File: src/rtl/example_a_chan_scheduler_pkg.sv
// Shared types and constants for the A-channel scheduler: opcode/beat types,
// the transaction record carried through the pipeline, and byte extraction.
package example_a_chan_scheduler_pkg;

  typedef logic [3:0] opcode_t;
  typedef logic [1:0] beat_t;

  localparam int BEATS = 4;

  typedef struct packed {
    opcode_t     op;
    logic [31:0] data;
  } txn_t;

  // Beat k of a payload is byte k, least significant byte first.
  function automatic logic [7:0] beat_byte(logic [31:0] data, beat_t k);
    return data[{k, 3'b000} +: 8];
  endfunction

endpackage

File: src/rtl/example_a_chan_scheduler_if.sv
// Requester handshake plus folded A-channel outputs; the scheduler is the master
// (drives ready and the channel), the sequencer side is the slave.
interface example_a_chan_scheduler_if
  import example_a_chan_scheduler_pkg::*;
#(
  parameter int NUM_REQ = 2
);

  logic [NUM_REQ-1:0]    req_valid;
  logic [NUM_REQ-1:0]    req_ready;
  logic [NUM_REQ*4-1:0]  req_opcode;
  logic [NUM_REQ*32-1:0] req_data;

  logic                  valid_00H;
  opcode_t               opcode_01H;
  beat_t                 beat_0nH;
  logic [7:0]            data_0nH;

  modport master (
    input  req_valid, req_opcode, req_data,
    output req_ready, valid_00H, opcode_01H, beat_0nH, data_0nH
  );

  modport slave (
    output req_valid, req_opcode, req_data,
    input  req_ready, valid_00H, opcode_01H, beat_0nH, data_0nH
  );

endinterface

File: src/rtl/example_a_chan_scheduler_rr_arbiter.sv
// Combinational round-robin arbiter: grants the first requester at or after ptr_i,
// wrapping to index 0; produces a one-hot grant and its binary index.
module example_a_chan_scheduler_rr_arbiter #(
  parameter int N = 2,
  parameter int W = (N > 1) ? $clog2(N) : 1
) (
  input  logic [N-1:0] req_i,
  input  logic         en_i,
  input  logic [W-1:0] ptr_i,
  output logic [N-1:0] grant_o,
  output logic [W-1:0] idx_o
);

  logic [N-1:0] at_or_after;
  logic [N-1:0] all_req;
  logic [N-1:0] hi_req;
  logic [N-1:0] sel;

  for (genvar gi = 0; gi < N; gi++) begin : g_mask
    assign at_or_after[gi] = (gi >= int'(ptr_i));
  end

  assign all_req = en_i ? req_i : '0;
  assign hi_req  = all_req & at_or_after;
  // Prefer requests at/after the pointer; otherwise wrap to the lowest index.
  assign sel     = (|hi_req) ? hi_req : all_req;
  assign grant_o = sel & (~sel + N'(1));

  always_comb begin
    idx_o = '0;
    for (int i = 0; i < N; i++) begin
      if (grant_o[i]) idx_o = idx_o | W'(i);
    end
  end

endmodule

File: src/rtl/example_a_chan_scheduler.sv
// Round-robin scheduler that serializes requester transactions onto the folded
// A-channel: valid, then opcode, then four payload beats, one txn per BEATS cycles.
module example_a_chan_scheduler
  import example_a_chan_scheduler_pkg::*;
#(
  parameter int NUM_REQ = 2
) (
  input  logic                          clk,
  input  logic                          rst,
  input  logic                          en,
  example_a_chan_scheduler_if.master    bus,
  output logic                          busy
);

  localparam int PTR_W = (NUM_REQ > 1) ? $clog2(NUM_REQ) : 1;
  localparam int CNT_W = $clog2(BEATS);

  logic [CNT_W-1:0]   slot_cnt_q, slot_cnt_d;
  logic [PTR_W-1:0]   ptr_q, ptr_d;
  logic               slot_open;
  logic               accept;
  logic [NUM_REQ-1:0] grant;
  logic [PTR_W-1:0]   grant_idx;
  txn_t               req_txn;

  // Issue stage holds the txn during its valid cycle; beat stage walks its bytes.
  txn_t               iss_q;
  logic               iss_vld_q;
  txn_t               bt_q;
  logic               bt_vld_q;
  beat_t              bt_age_q;

  logic               valid_q;
  opcode_t            op_q;
  beat_t              beat_q;
  logic [7:0]         data_q;
  logic               busy_q;

  assign slot_open = (slot_cnt_q == '0) && en && !rst;

  example_a_chan_scheduler_rr_arbiter #(
    .N (NUM_REQ),
    .W (PTR_W)
  ) u_arb (
    .req_i   (bus.req_valid),
    .en_i    (slot_open),
    .ptr_i   (ptr_q),
    .grant_o (grant),
    .idx_o   (grant_idx)
  );

  assign bus.req_ready = grant;
  assign accept        = |(grant & bus.req_valid);

  always_comb begin
    req_txn = '0;
    for (int i = 0; i < NUM_REQ; i++) begin
      if (grant[i]) begin
        req_txn.op   = bus.req_opcode[i*4 +: 4];
        req_txn.data = bus.req_data[i*32 +: 32];
      end
    end
  end

  always_comb begin
    ptr_d = ptr_q;
    if (accept) ptr_d = (grant_idx == PTR_W'(NUM_REQ - 1)) ? '0 : grant_idx + 1'b1;
  end

  always_comb begin
    if (accept)                slot_cnt_d = CNT_W'(BEATS - 1);
    else if (slot_cnt_q != '0) slot_cnt_d = slot_cnt_q - 1'b1;
    else                       slot_cnt_d = '0;
  end

  always_ff @(posedge clk) begin
    if (rst) begin
      slot_cnt_q <= '0;
      ptr_q      <= '0;
      iss_q      <= '0;
      iss_vld_q  <= 1'b0;
      bt_q       <= '0;
      bt_vld_q   <= 1'b0;
      bt_age_q   <= '0;
      valid_q    <= 1'b0;
      op_q       <= '0;
      beat_q     <= '0;
      data_q     <= '0;
      busy_q     <= 1'b0;
    end else begin
      slot_cnt_q <= slot_cnt_d;
      ptr_q      <= ptr_d;
      iss_vld_q  <= accept;
      if (accept) iss_q <= req_txn;

      // Handoff into the beat stage coincides with the previous txn's last beat.
      if (iss_vld_q) begin
        bt_q     <= iss_q;
        bt_vld_q <= 1'b1;
        bt_age_q <= '0;
      end else if (bt_vld_q) begin
        bt_age_q <= bt_age_q + 1'b1;
        if (bt_age_q == beat_t'(BEATS - 1)) bt_vld_q <= 1'b0;
      end

      valid_q <= accept;
      op_q    <= iss_vld_q ? iss_q.op : '0;
      beat_q  <= bt_vld_q ? bt_age_q : '0;
      data_q  <= bt_vld_q ? beat_byte(bt_q.data, bt_age_q) : '0;
      busy_q  <= accept | iss_vld_q | bt_vld_q;
    end
  end

  assign bus.valid_00H  = valid_q;
  assign bus.opcode_01H = op_q;
  assign bus.beat_0nH   = beat_q;
  assign bus.data_0nH   = data_q;
  assign busy           = busy_q;

endmodule
File: src/flat_wrapper.sv
// flat-port wrapper written by rule: the top's interface ports become plain ports
module example_a_chan_scheduler_flat import example_a_chan_scheduler_pkg::*;
#(
  parameter int NUM_REQ = 2
)
  (clk, rst, en, busy, bus_req_valid, bus_req_opcode, bus_req_data, bus_req_ready, bus_valid_00H, bus_opcode_01H, bus_beat_0nH, bus_data_0nH);
  example_a_chan_scheduler_if #(.NUM_REQ(NUM_REQ)) bus_i ();
  input  logic clk;
  input  logic rst;
  input  logic en;
  output logic busy;
  input wire logic [$bits(bus_i.req_valid)-1:0] bus_req_valid;
  input wire logic [$bits(bus_i.req_opcode)-1:0] bus_req_opcode;
  input wire logic [$bits(bus_i.req_data)-1:0] bus_req_data;
  output wire logic [$bits(bus_i.req_ready)-1:0] bus_req_ready;
  output wire logic [$bits(bus_i.valid_00H)-1:0] bus_valid_00H;
  output wire logic [$bits(bus_i.opcode_01H)-1:0] bus_opcode_01H;
  output wire logic [$bits(bus_i.beat_0nH)-1:0] bus_beat_0nH;
  output wire logic [$bits(bus_i.data_0nH)-1:0] bus_data_0nH;
  assign bus_i.req_valid = bus_req_valid;
  assign bus_i.req_opcode = bus_req_opcode;
  assign bus_i.req_data = bus_req_data;
  assign bus_req_ready = bus_i.req_ready;
  assign bus_valid_00H = bus_i.valid_00H;
  assign bus_opcode_01H = bus_i.opcode_01H;
  assign bus_beat_0nH = bus_i.beat_0nH;
  assign bus_data_0nH = bus_i.data_0nH;
  example_a_chan_scheduler #(.NUM_REQ(NUM_REQ)) u_core (.clk(clk), .rst(rst), .en(en), .bus(bus_i), .busy(busy));
endmodule
File: config.mk
export PLATFORM = sky130hd
export DESIGN_NAME = example_a_chan_scheduler_flat
export DESIGN_NICKNAME = d
export VERILOG_FILES = /design/src/rtl/example_a_chan_scheduler_pkg.sv /design/src/rtl/example_a_chan_scheduler_if.sv /design/src/rtl/example_a_chan_scheduler_rr_arbiter.sv /design/src/rtl/example_a_chan_scheduler.sv /design/src/flat_wrapper.sv
export SDC_FILE = /design/constraint.sdc
export NUM_CORES = 1
export LEC_CHECK = 0
export CAP_MARGIN = 40
export CELL_PAD_IN_SITES_DETAIL_PLACEMENT = 1
export CELL_PAD_IN_SITES_GLOBAL_PLACEMENT = 1
export CORE_ASPECT_RATIO = 1.25
export CORE_MARGIN = 5
export CORE_UTILIZATION = 37
export CTS_CLUSTER_DIAMETER = 200
export DETAILED_ROUTE_END_ITERATION = 10
export PLACE_DENSITY = 0.86
export RECOVER_POWER = 50
export SLEW_MARGIN = 15
export SYNTH_ARGS = -nofsm -noshare
export SYNTH_HDL_FRONTEND = slang
export SYNTH_SLANG_ARGS = --single-unit
File: constraint.sdc
create_clock -name clk -period 2 [get_ports clk]
set_input_delay 0.4 -clock clk [delete_from_list [all_inputs] [get_ports clk]]
set_output_delay 0.4 -clock clk [all_outputs]
set_load 0.02 [all_outputs]
Word level (Yosys, flattened, before mapping)

Index checks and enable logic that the tools add are counted.

Add/sub/neg operators: 4
Magnitude comparators: 1
Eq/ne operators: 1
Shift-type cells: 1
Multiplexer cells: 11
Bitwise gates (word level): 8
Reduce and logical (&&, ||, !) cells: 10

Operator list:

| operator                                         | count |
|---|---|
| two-way mux 36 bit                               | 2 |
| variable part select 32 x 6 -> 8 bit             | 1 |
| OR reduction 2 bit                               | 5 |
| two-way mux 2 bit                                | 4 |
| bitwise AND 2 bit                                | 3 |
| two-way mux 1 bit                                | 5 |
| adder 2 x 1 -> 2 bit, second input constant      | 2 |
| equality test 2 bit, second input constant       | 1 |
| logical AND 1 bit                                | 2 |
| zero test 2 bit                                  | 1 |
| inverter 1 bit                                   | 2 |
| inverter 2 bit                                   | 1 |
| OR 1 bit                                         | 2 |
| nonzero test 2 bit                               | 1 |
| subtractor 2 x 1 -> 2 bit, second input constant | 1 |
| adder 1 bit, second input constant               | 1 |
| >= comparator 1 bit, first input constant        | 1 |
| zero test 1 bit                                  | 1 |

Flip-flop bits (word level): 90
Output and inout bits: 18
Word-level logic and storage cells: 48

Depth between registers and ports, before layout

Gate-level depths: netlist (run 1).

Depth after elaboration: 14
Mapped depth: 6

By module

From an unflattened synthesis (run 1), not the netlist that was laid out.

Cells, all modules: 395
Area total of the unflattened synthesis: 3991.3 um^2

Modules (own cells, without submodules):

| module                              | instances | cells an instance | area an instance (um^2) |
|---|---|---|---|
| example_a_chan_scheduler            | 1         | 389               | 3962.6 |
| example_a_chan_scheduler_rr_arbiter | 1         | 6                 | 28.8 |

Worst setup path before layout (run 1)

OpenSTA, ideal clock, no wires.

Path kind: input to output
Start: in rst
End: out bus_req_ready[1]
Data arrival time: 1.500 ns
Path slack: 0.100 ns
Cell stages on the path: 4
Cell sequence: or4b_1 -> buf_2 -> nor3b_4 -> buf_4

Word-level cells in the longest chain between the ends: 9

Ends and longest elaborated chain:

| what                 | RTL line                                  | text |
|---|---|---|
| start, declared      | flat_wrapper.sv:9                         | `input logic rst;` |
| zero test 1 bit *    | example_a_chan_scheduler.sv:39            | `assign slot_open = (slot_cnt_q == '0) && en && !rst;` |
| logical AND 1 bit *  | example_a_chan_scheduler.sv:39            |  |
| two-way mux 2 bit *  | example_a_chan_scheduler_rr_arbiter.sv:23 | `assign all_req = en_i ? req_i : '0;` |
| bitwise AND 2 bit    | example_a_chan_scheduler_rr_arbiter.sv:24 | `assign hi_req = all_req & at_or_after;` |
| OR reduction 2 bit   | example_a_chan_scheduler_rr_arbiter.sv:26 | `assign sel = (\|hi_req) ? hi_req : all_req;` |
| two-way mux 2 bit *  | example_a_chan_scheduler_rr_arbiter.sv:26 |  |
| inverter 2 bit       | example_a_chan_scheduler_rr_arbiter.sv:27 | `assign grant_o = sel & (~sel + N'(1));` |
| adder 2 x 1 -> 2 bit | example_a_chan_scheduler_rr_arbiter.sv:27 |  |
| bitwise AND 2 bit *  | example_a_chan_scheduler_rr_arbiter.sv:27 |  |
| end, declared        | flat_wrapper.sv:15                        | `output wire logic [$bits(bus_i.req_ready)-1:0] bus_req_ready;` |

Every way passes the cells marked *; elsewhere a longest branch is shown, timed or not.

Final worst setup path (run 1)

Start: reg u_core.slot_cnt_q[1]
End: out bus_req_ready[1]

Word-level cells in the longest chain between the ends: 10

Ends and longest elaborated chain:

| what                              | RTL line                                  | text |
|---|---|---|
| start, declared                   | example_a_chan_scheduler.sv:18            | `logic [CNT_W-1:0] slot_cnt_q, slot_cnt_d;` |
| start signal, assigned            | example_a_chan_scheduler.sv:91            | `slot_cnt_q <= slot_cnt_d;` |
| zero test 2 bit *                 | example_a_chan_scheduler.sv:39            |  |
| logical AND 1 bit * (2 in series) | example_a_chan_scheduler.sv:39            |  |
| two-way mux 2 bit *               | example_a_chan_scheduler_rr_arbiter.sv:23 |  |
| bitwise AND 2 bit                 | example_a_chan_scheduler_rr_arbiter.sv:24 |  |
| OR reduction 2 bit                | example_a_chan_scheduler_rr_arbiter.sv:26 |  |
| two-way mux 2 bit *               | example_a_chan_scheduler_rr_arbiter.sv:26 |  |
| inverter 2 bit                    | example_a_chan_scheduler_rr_arbiter.sv:27 |  |
| adder 2 x 1 -> 2 bit              | example_a_chan_scheduler_rr_arbiter.sv:27 |  |
| bitwise AND 2 bit *               | example_a_chan_scheduler_rr_arbiter.sv:27 |  |

Marks and branches as above.

==> metrics.csv, run 1 <==
stage,metric,value,unit
drt,drt pass-1 iters,4,
timing,Final Cycle Share,100,%
floorplan,Die Y-Extent,120,um
clocking,clock sinks,90,
layout,layout cell share with drive strength beyond 1,11.4,%
yosys,"Seq/Total Area, Yosys",50.7,%
global_routing,number of global-route vias before repair,3266,
power,Worst VDD drop,453,uV
yosys,most frequent cell after synthesis,dfxtp_1,
power,Pwr per Cell Area,815,nW/um2
worst_setup_path,Crit-path slowest cell,or4b_4,
place,dpl cell area,4640,um2
place,RePlAce Congestion,0.815,
timing,"Slew Viols, Final",0,
power,internal power,3110,uW
layout,Fillers,1041,
layout,Final #Nets,521,
drt,initial DRC count,106,
yosys,post-synth net total,424,
layout,area occupied by multi-input gates,1550,um2
worst_setup_path,Worst Path Arrival,1.61,ns
timing,unrepaired setup endpoints after global routing,yes,
drt,wire per inst,17.7,um
place,Final HPWL DP,7.59,mm
layout,final instance area,4940,um2
drt,via count,2948,
outcome,failing checks,setup timing,
power,Clk pwr share,39.1,%
worst_setup_path,cells along the critical path,"or4b_4, nor3b_4, buf_6",
place,IO Port Bufs,94,
floorplan,Die Width,97.7,um
layout,register area,1800,um2
yosys,Synth Flop Type,dfxtp_1,
min_path,hold crit path type,register to register,
floorplan,Die Footprint,11700,um2
yosys,Yosys top cell area share,50.7,%
global_routing,antenna violations before repair,0,
yosys,"EDFF count, synth",0,
floorplan,# rows,40,
worst_setup_path,Worst EP required,1.60,ns
power,Sw Share,22.7,%
clocking,hold_buf cts,0,
clocking,CTS max path bufs,2,
floorplan,I/O pin count,95,
yosys,Syn Inst Count,346,
clocking,Worst-path clk slew,0.06,ns
place,DP Worst Slack,-0.794,ns
clocking,CTS Buf Count,9,
clocking,clk_lat worst skew,0.33,ns
worst_setup_path,crit path kind,register to output pin,
worst_setup_path,Worst path top cell family by delay,simple AND/OR/NAND/NOR gates,
yosys,Yosys warning count,0,
worst_setup_path,CP max FO,4,
global_routing,global-route wire length before repair,16.5,mm
power,leak pwr,0.00186,uW
yosys,Synth async-reset ratio,0,%
timing,relative slew slack,22.2,%
drt,Routed Antenna Nets,0,
timing,clock skew,0.00464,ns
timing,"Hold Violations, Final",0,
clocking,CTS H-tree lvls,3,
worst_setup_path,Worst path max stage delay,0.59,ns
layout,area growth from synthesis to layout,38.9,%
timing,PnR worst setup slack,-0.00772,ns
yosys,synth cell count leaders,"dfxtp_1, nor2_1, nor3_1, a221o_1, mux2i_1",
timing,pin slew with the least headroom to its limit,1.17,ns
global_routing,GRT Util Overall,17.8,%
global_routing,pin count of the biggest net entering global routing,43,
timing,post-layout min period,2.01,ns
timing,final setup violating endpoints,1,
timing,f_max,0.498,GHz
worst_setup_path,WP buf/inv,1,
yosys,Post-Syn Area,3550,um2
global_routing,grt total ovfl,0,
yosys,Seq cells post-synth,90,
drt,vias per inst,5.14,
yosys,Synth area leader,dfxtp_1,
power,combinational power share,12.5,%
worst_setup_path,Setup crit start kind,register,
power,Psw,913,uW
outcome,status,finished with violations,
yosys,Unique masters post-synth,29,
clocking,CTS tree,yes,
worst_setup_path,endpoint type of the worst setup path,output pin,
yosys,largest cells by area after synthesis,"dfxtp_1, a221o_1, mux2i_1",
layout,Ant. Diodes,0,
floorplan,Initial Util,37.4,%
floorplan,Core Area,9510,um2
drt,# DRC,0,
yosys,synthesized area per cell,10.3,um2
power,Reg power frac,48.3,%
run,max cap viols,0,
drt,Routed WL,10.2,mm
clocking,clk root buf,clkbuf_16,
==> per-stage QoR <==
step,utilization [%],hold slack (ns),power [uW],cells,TNS [ns]
6_report,51.9,0.477,4020,574,-0.00772
5_1_grt,51.9,0.505,4190,574,-0.934
4_1_cts,51.9,0.478,4060,573,-0.439
3_5_place_dp,48.8,0.460,2480,555,-24.85
3_3_place_gp,48.8,0.459,2460,555,-22.58
2_1_floorplan,-,0.430,2220,346,0
==> worst paths after layout <==
path,from,endpoint,slack [ns],depth (start not counted)
max,u_core.slot_cnt_q[1],bus_req_ready[1],-0.008,3
min,u_core.iss_q[32],u_core.bus.opcode_01H[0],0.48,1
max reg2reg,u_core.slot_cnt_q[1],u_core.iss_q[9],0.02,5
min reg2reg,u_core.iss_q[32],u_core.bus.opcode_01H[0],0.48,1
==> per-layer routing <==
layer | vias to the layer above | GRT usage (%) | part of all wire (%)
met5 | - | 0 | 0
met4 | 0 | 8.74 | 3.4
met3 | 24 | 2.38 | 2.5
met2 | 63 | 34.5 | 56
met1 | 1421 | 18.5 | 38
li1 | 1440 | - | -
==> final cells by class <==
type	instances	area share, %
sequential	90	36.5
multi-input combinational	214	31.3
timing repair buffer	117	22.4
clock buffer	14	5.55
tap	126	3.19
inverter	11	0.837
clock inverter	2	0.203
==> flip-flops by register name, indices dropped and copies added (netlist names) <==
name and flops:
u_core.bus.data_0nH 8, u_core.bt_q 32, u_core.iss_q 36, u_core.busy 1, u_core.bus.beat_0nH 2, u_core.slot_cnt_q 2
u_core.bus.opcode_01H 4, u_core.iss_vld_q 1, u_core.ptr_q 1, u_core.bt_vld_q 1, u_core.bt_age_q 2
==> power groups by stage <==
stage / registers, uW / clock network, uW / logic [uW]
2_1_floorplan: 1960 / 0 / 265
3_3_place_gp: 1980 / 0 / 481
3_5_place_dp: 1980 / 0 / 500
4_1_cts: 1950 / 1600 / 507
5_1_grt: 1950 / 1690 / 545
6_report: 1940 / 1570 / 504
==> what timing repair did <==
action / 4_1_cts / 5_1_grt
pin swaps: 2 / 1
endpoints found under the hold margin: 0 / 0
buffers inserted: 2 / 1
resized for setup: 14 / 2
setup endpoints to repair: 38 / 37
==> layout by cell type (no fill, tap or decap) <==
cell type	n
nor3_1	37
inv_1	11
nor2b_2	1
nor3b_4	1
clkdlybuf4s50_1	90
a221o_1	35
clkbuf_1	4
nand2b_1	2
o21ba_1	1
or4b_4	1
xnor2_1	1
clkbuf_8	3
nor2_2	1
nor4b_1	1
ha_1	1
a21bo_2	1
a22o_1	1
mux2i_1	33
a311oi_1	1
clkinv_2	2
dfxtp_1	89
dfxtp_2	1
a21oi_1	3
buf_6	2
nor2b_1	9
and2_1	4
clkbuf_2	1
o21ai_0	3
clkbuf_16	9
o22ai_1	1
dlygate4sd2_1	2
nor2_1	37
buf_4	20
mux4_2	8
nand2_1	31
==> worst reg2reg max path: stages (launching register included) <==
cell and delay [ns]:
dfxtp_2 0.31, or4b_4 0.59, buf_6 0.20, o21ba_1 0.23, buf_4 0.20, a221o_1 0.32
==> logic make-up (layout without fill, tap and decap cells) <==
kind of cell,count (synthesis),in the layout,share of synthesized area [%]
adder cells (fa/ha/maj),1,1,0.352
AO/OA/AOI/OAI,46,46,11.9
XOR/XNOR,1,1,0.246
AND/OR/NAND/NOR,125,125,16.4
buffers and inverters,42,144,5.98
multiplexers,41,41,14.4
flip-flops,90,90,50.7
Note: power is estimated with default switching activity, not from simulation.
==> run 2: changes to the inputs <==
--- a/config.mk
+++ b/config.mk
@@ -10,10 +10,10 @@
 export CELL_PAD_IN_SITES_GLOBAL_PLACEMENT = 1
 export CORE_ASPECT_RATIO = 1.25
 export CORE_MARGIN = 5
-export CORE_UTILIZATION = 37
+export CORE_UTILIZATION = 33
 export CTS_CLUSTER_DIAMETER = 200
 export DETAILED_ROUTE_END_ITERATION = 10
-export PLACE_DENSITY = 0.86
+export PLACE_DENSITY = 0.79
 export RECOVER_POWER = 50
 export SLEW_MARGIN = 15
 export SYNTH_ARGS = -nofsm -noshare
==> metrics.csv, run 2 (same netlist as run 1, synthesis figures left out) <==
stage,metric,value,unit,change
outcome,status,finished with violations,,
outcome,failing checks,setup timing,,
global_routing,antenna violations before repair,0,,unchanged
global_routing,number of global-route vias before repair,3431,,+5.1%
worst_setup_path,critical path depth,3,,unchanged
layout,Biggest register,u_core.iss_q,,
layout,register area,1800,um2,about the same
worst_setup_path,endpoint type of the worst setup path,output pin,,
worst_setup_path,cells along the critical path,"or4b_4, nor3b_4, buf_6",,
worst_setup_path,Setup crit start kind,register,,
layout,Final Non-Filler Cells,576,,+0.35%
worst_setup_path,Worst R2R Path Depth,5,,unchanged
clocking,clk root buf,clkbuf_16,,
clocking,clock sinks,90,,unchanged
power,leak pwr,0.00186,uW,-0.14%
clocking,postcts setup bufs,0,,-2
timing,"Slew Viols, Final",0,,unchanged
layout,Fillers,1163,,+12%
worst_setup_path,Crit-path slowest cell,or4b_4,,
clocking,Worst-path clk slew,0.06,ns,about the same
worst_setup_path,reg2reg start,u_core.slot_cnt_q[1],,
worst_setup_path,reg2reg setup slack,0.01,ns,about the same
global_routing,grt total ovfl,0,,unchanged
timing,relative slew slack,21.5,%,-0.75 points
clocking,CTS max path bufs,2,,unchanged
clocking,CTS H-tree lvls,3,,unchanged
clocking,hold_buf cts,0,,unchanged
drt,# DRC,0,,unchanged
timing,"Hold Violations, Final",0,,unchanged
power,Pwr per Cell Area,835,nW/um2,+2.5%
clocking,CTS Buf Count,9,,unchanged
worst_setup_path,CP max FO,4,,unchanged
timing,unrepaired setup endpoints after global routing,yes,,
worst_setup_path,Worst path max stage delay,0.59,ns,about the same
worst_setup_path,Worst Setup EP,bus_req_ready[1],,
layout,area occupied by multi-input gates,1550,um2,unchanged
timing,pin slew with the least headroom to its limit,1.18,ns,+0.0113 ns
floorplan,Die Width,103,um,+5.3%
layout,Largest register FFs,36,,unchanged
worst_setup_path,Worst EP required,1.60,ns,about the same
floorplan,Die Footprint,13000,um2,+11%
timing,final setup violating endpoints,1,,unchanged
global_routing,pin count of the biggest net entering global routing,43,,unchanged
layout,"leading cell types in the layout, fill and taps excluded","clkdlybuf4s50_1, dfxtp_1, nor2_1, nor3_1, a221o_1",,
drt,wire per inst,17.9,um,+1.0%
global_routing,global-route wire length before repair,16.9,mm,+2.4%
timing,clock skew,0.00710,ns,+0.00246 ns
worst_setup_path,Worst Path Arrival,1.61,ns,about the same
drt,via count,2944,,-0.14%
power,Tot Pwr,4140,uW,+2.9%
timing,PnR worst setup slack,-0.0128,ns,-0.00509 ns
drt,Routed WL,10.3,mm,+1.4%
min_path,hold crit path type,register to register,,
floorplan,# rows,42,,+5.0%
run,max cap viols,0,,unchanged
layout,Final #Nets,518,,-0.58%
timing,Final Cycle Share,101,%,+0.25 points
floorplan,Core Area,10600,um2,+11%
drt,initial DRC count,123,,+16%
place,placed insts,561,,+1.1%
clocking,clk_lat worst skew,0.34,ns,about the same
floorplan,I/O pin count,95,,unchanged
timing,post-layout min period,2.01,ns,+0.00509 ns
layout,area growth from synthesis to layout,39.4,%,
floorplan,Die Y-Extent,126,um,+5.4%
layout,layout cell share with drive strength beyond 1,11.0,%,-0.35 points
place,IO Port Bufs,94,,unchanged
worst_setup_path,critical path startpoint,u_core.slot_cnt_q[1],,
place,Final HPWL DP,7.55,mm,-0.57%
worst_setup_path,Worst path top cell family by delay,simple AND/OR/NAND/NOR gates,,
worst_setup_path,crit path kind,register to output pin,,
place,RePlAce Congestion,0.804,,-1.4%
floorplan,Initial Util,33.7,%,-3.7 points
drt,Routed Antenna Nets,0,,unchanged
power,Worst VDD drop,390,uV,-14%
drt,vias per inst,5.11,,-0.48%
worst_setup_path,RR Endpoint,u_core.iss_q[1],,
timing,f_max,0.497,GHz,-0.25%
drt,drt pass-1 iters,4,,unchanged
layout,Ant. Diodes,0,,unchanged
clocking,CTS tree,yes,,
global_routing,GRT Util Overall,16.9,%,-0.87 points
worst_setup_path,WP buf/inv,1,,unchanged
==> run 2: timing repair <==
action                                  4_1_cts  5_1_grt
resized for setup                            15        0
endpoints found under the setup margin       38       37
pin swaps                                     2        1
endpoints found under the hold margin         0        0
==> run 2: layer usage <==
layer | track usage, % | vias to the layer above | share of wire (%)
li1 | - | 1414 | -
met1 | 17.8 | 1462 | 38
met2 | 32.3 | 55 | 57
met3 | 2.49 | 13 | 2.9
met4 | 7.32 | 0 | 2.4
met5 | 0 | - | 0
==> run 2: worst min path at each step <==
stage	startpoint	slack (ns)	to	cells after the start
floorplan	u_core.iss_q[35]	0.43	u_core.bus.opcode_01H[3]	1
global placement	u_core.iss_q[35]	0.46	u_core.iss_q[35]	1
detailed placement	u_core.iss_q[33]	0.47	u_core.bus.opcode_01H[1]	1
CTS	u_core.iss_q[33]	0.48	u_core.bus.opcode_01H[1]	1
global route	u_core.iss_q[33]	0.50	u_core.bus.opcode_01H[1]	1
finish	u_core.iss_q[35]	0.47	u_core.iss_q[35]	1
==> run 2: final cells by class <==
cell class	count	share of cell area, %
Clock buffer	11	5.10
Inverter	11	0.833
Multi-Input combinational cell	214	31.2
Timing Repair Buffer	114	22.1
Tap cell	132	3.33
Sequential cell	90	36.4
Clock inverter	4	1.04
==> run 2: metrics by stage <==
step                setup TNS (ns)  hold slack [ns]  utilization (%)  worst slack [ns]  instance area (um2)
finish                     -0.0128            0.473             46.9           -0.0128                 4960
global route                 -1.49            0.501             46.9           -0.0748                 4960
CTS                        -0.0533            0.482             47.0           -0.0533                 4960
detailed placement          -23.86            0.469             44.1            -0.720                 4660
global placement            -22.53            0.458             44.1            -0.725                 4660
floorplan                        0            0.430                -             0.100                 3550
==> run 2: where the power goes <==
| group | total (uW) | leakage, uW | internal (uW) | switching [uW] |
|---|---|---|---|---|
| logic | 510 | 0.000977 | 291 | 218 |
| registers | 1940 | 0.000732 | 1880 | 60.4 |
| clock network | 1690 | 0.000148 | 1030 | 661 |
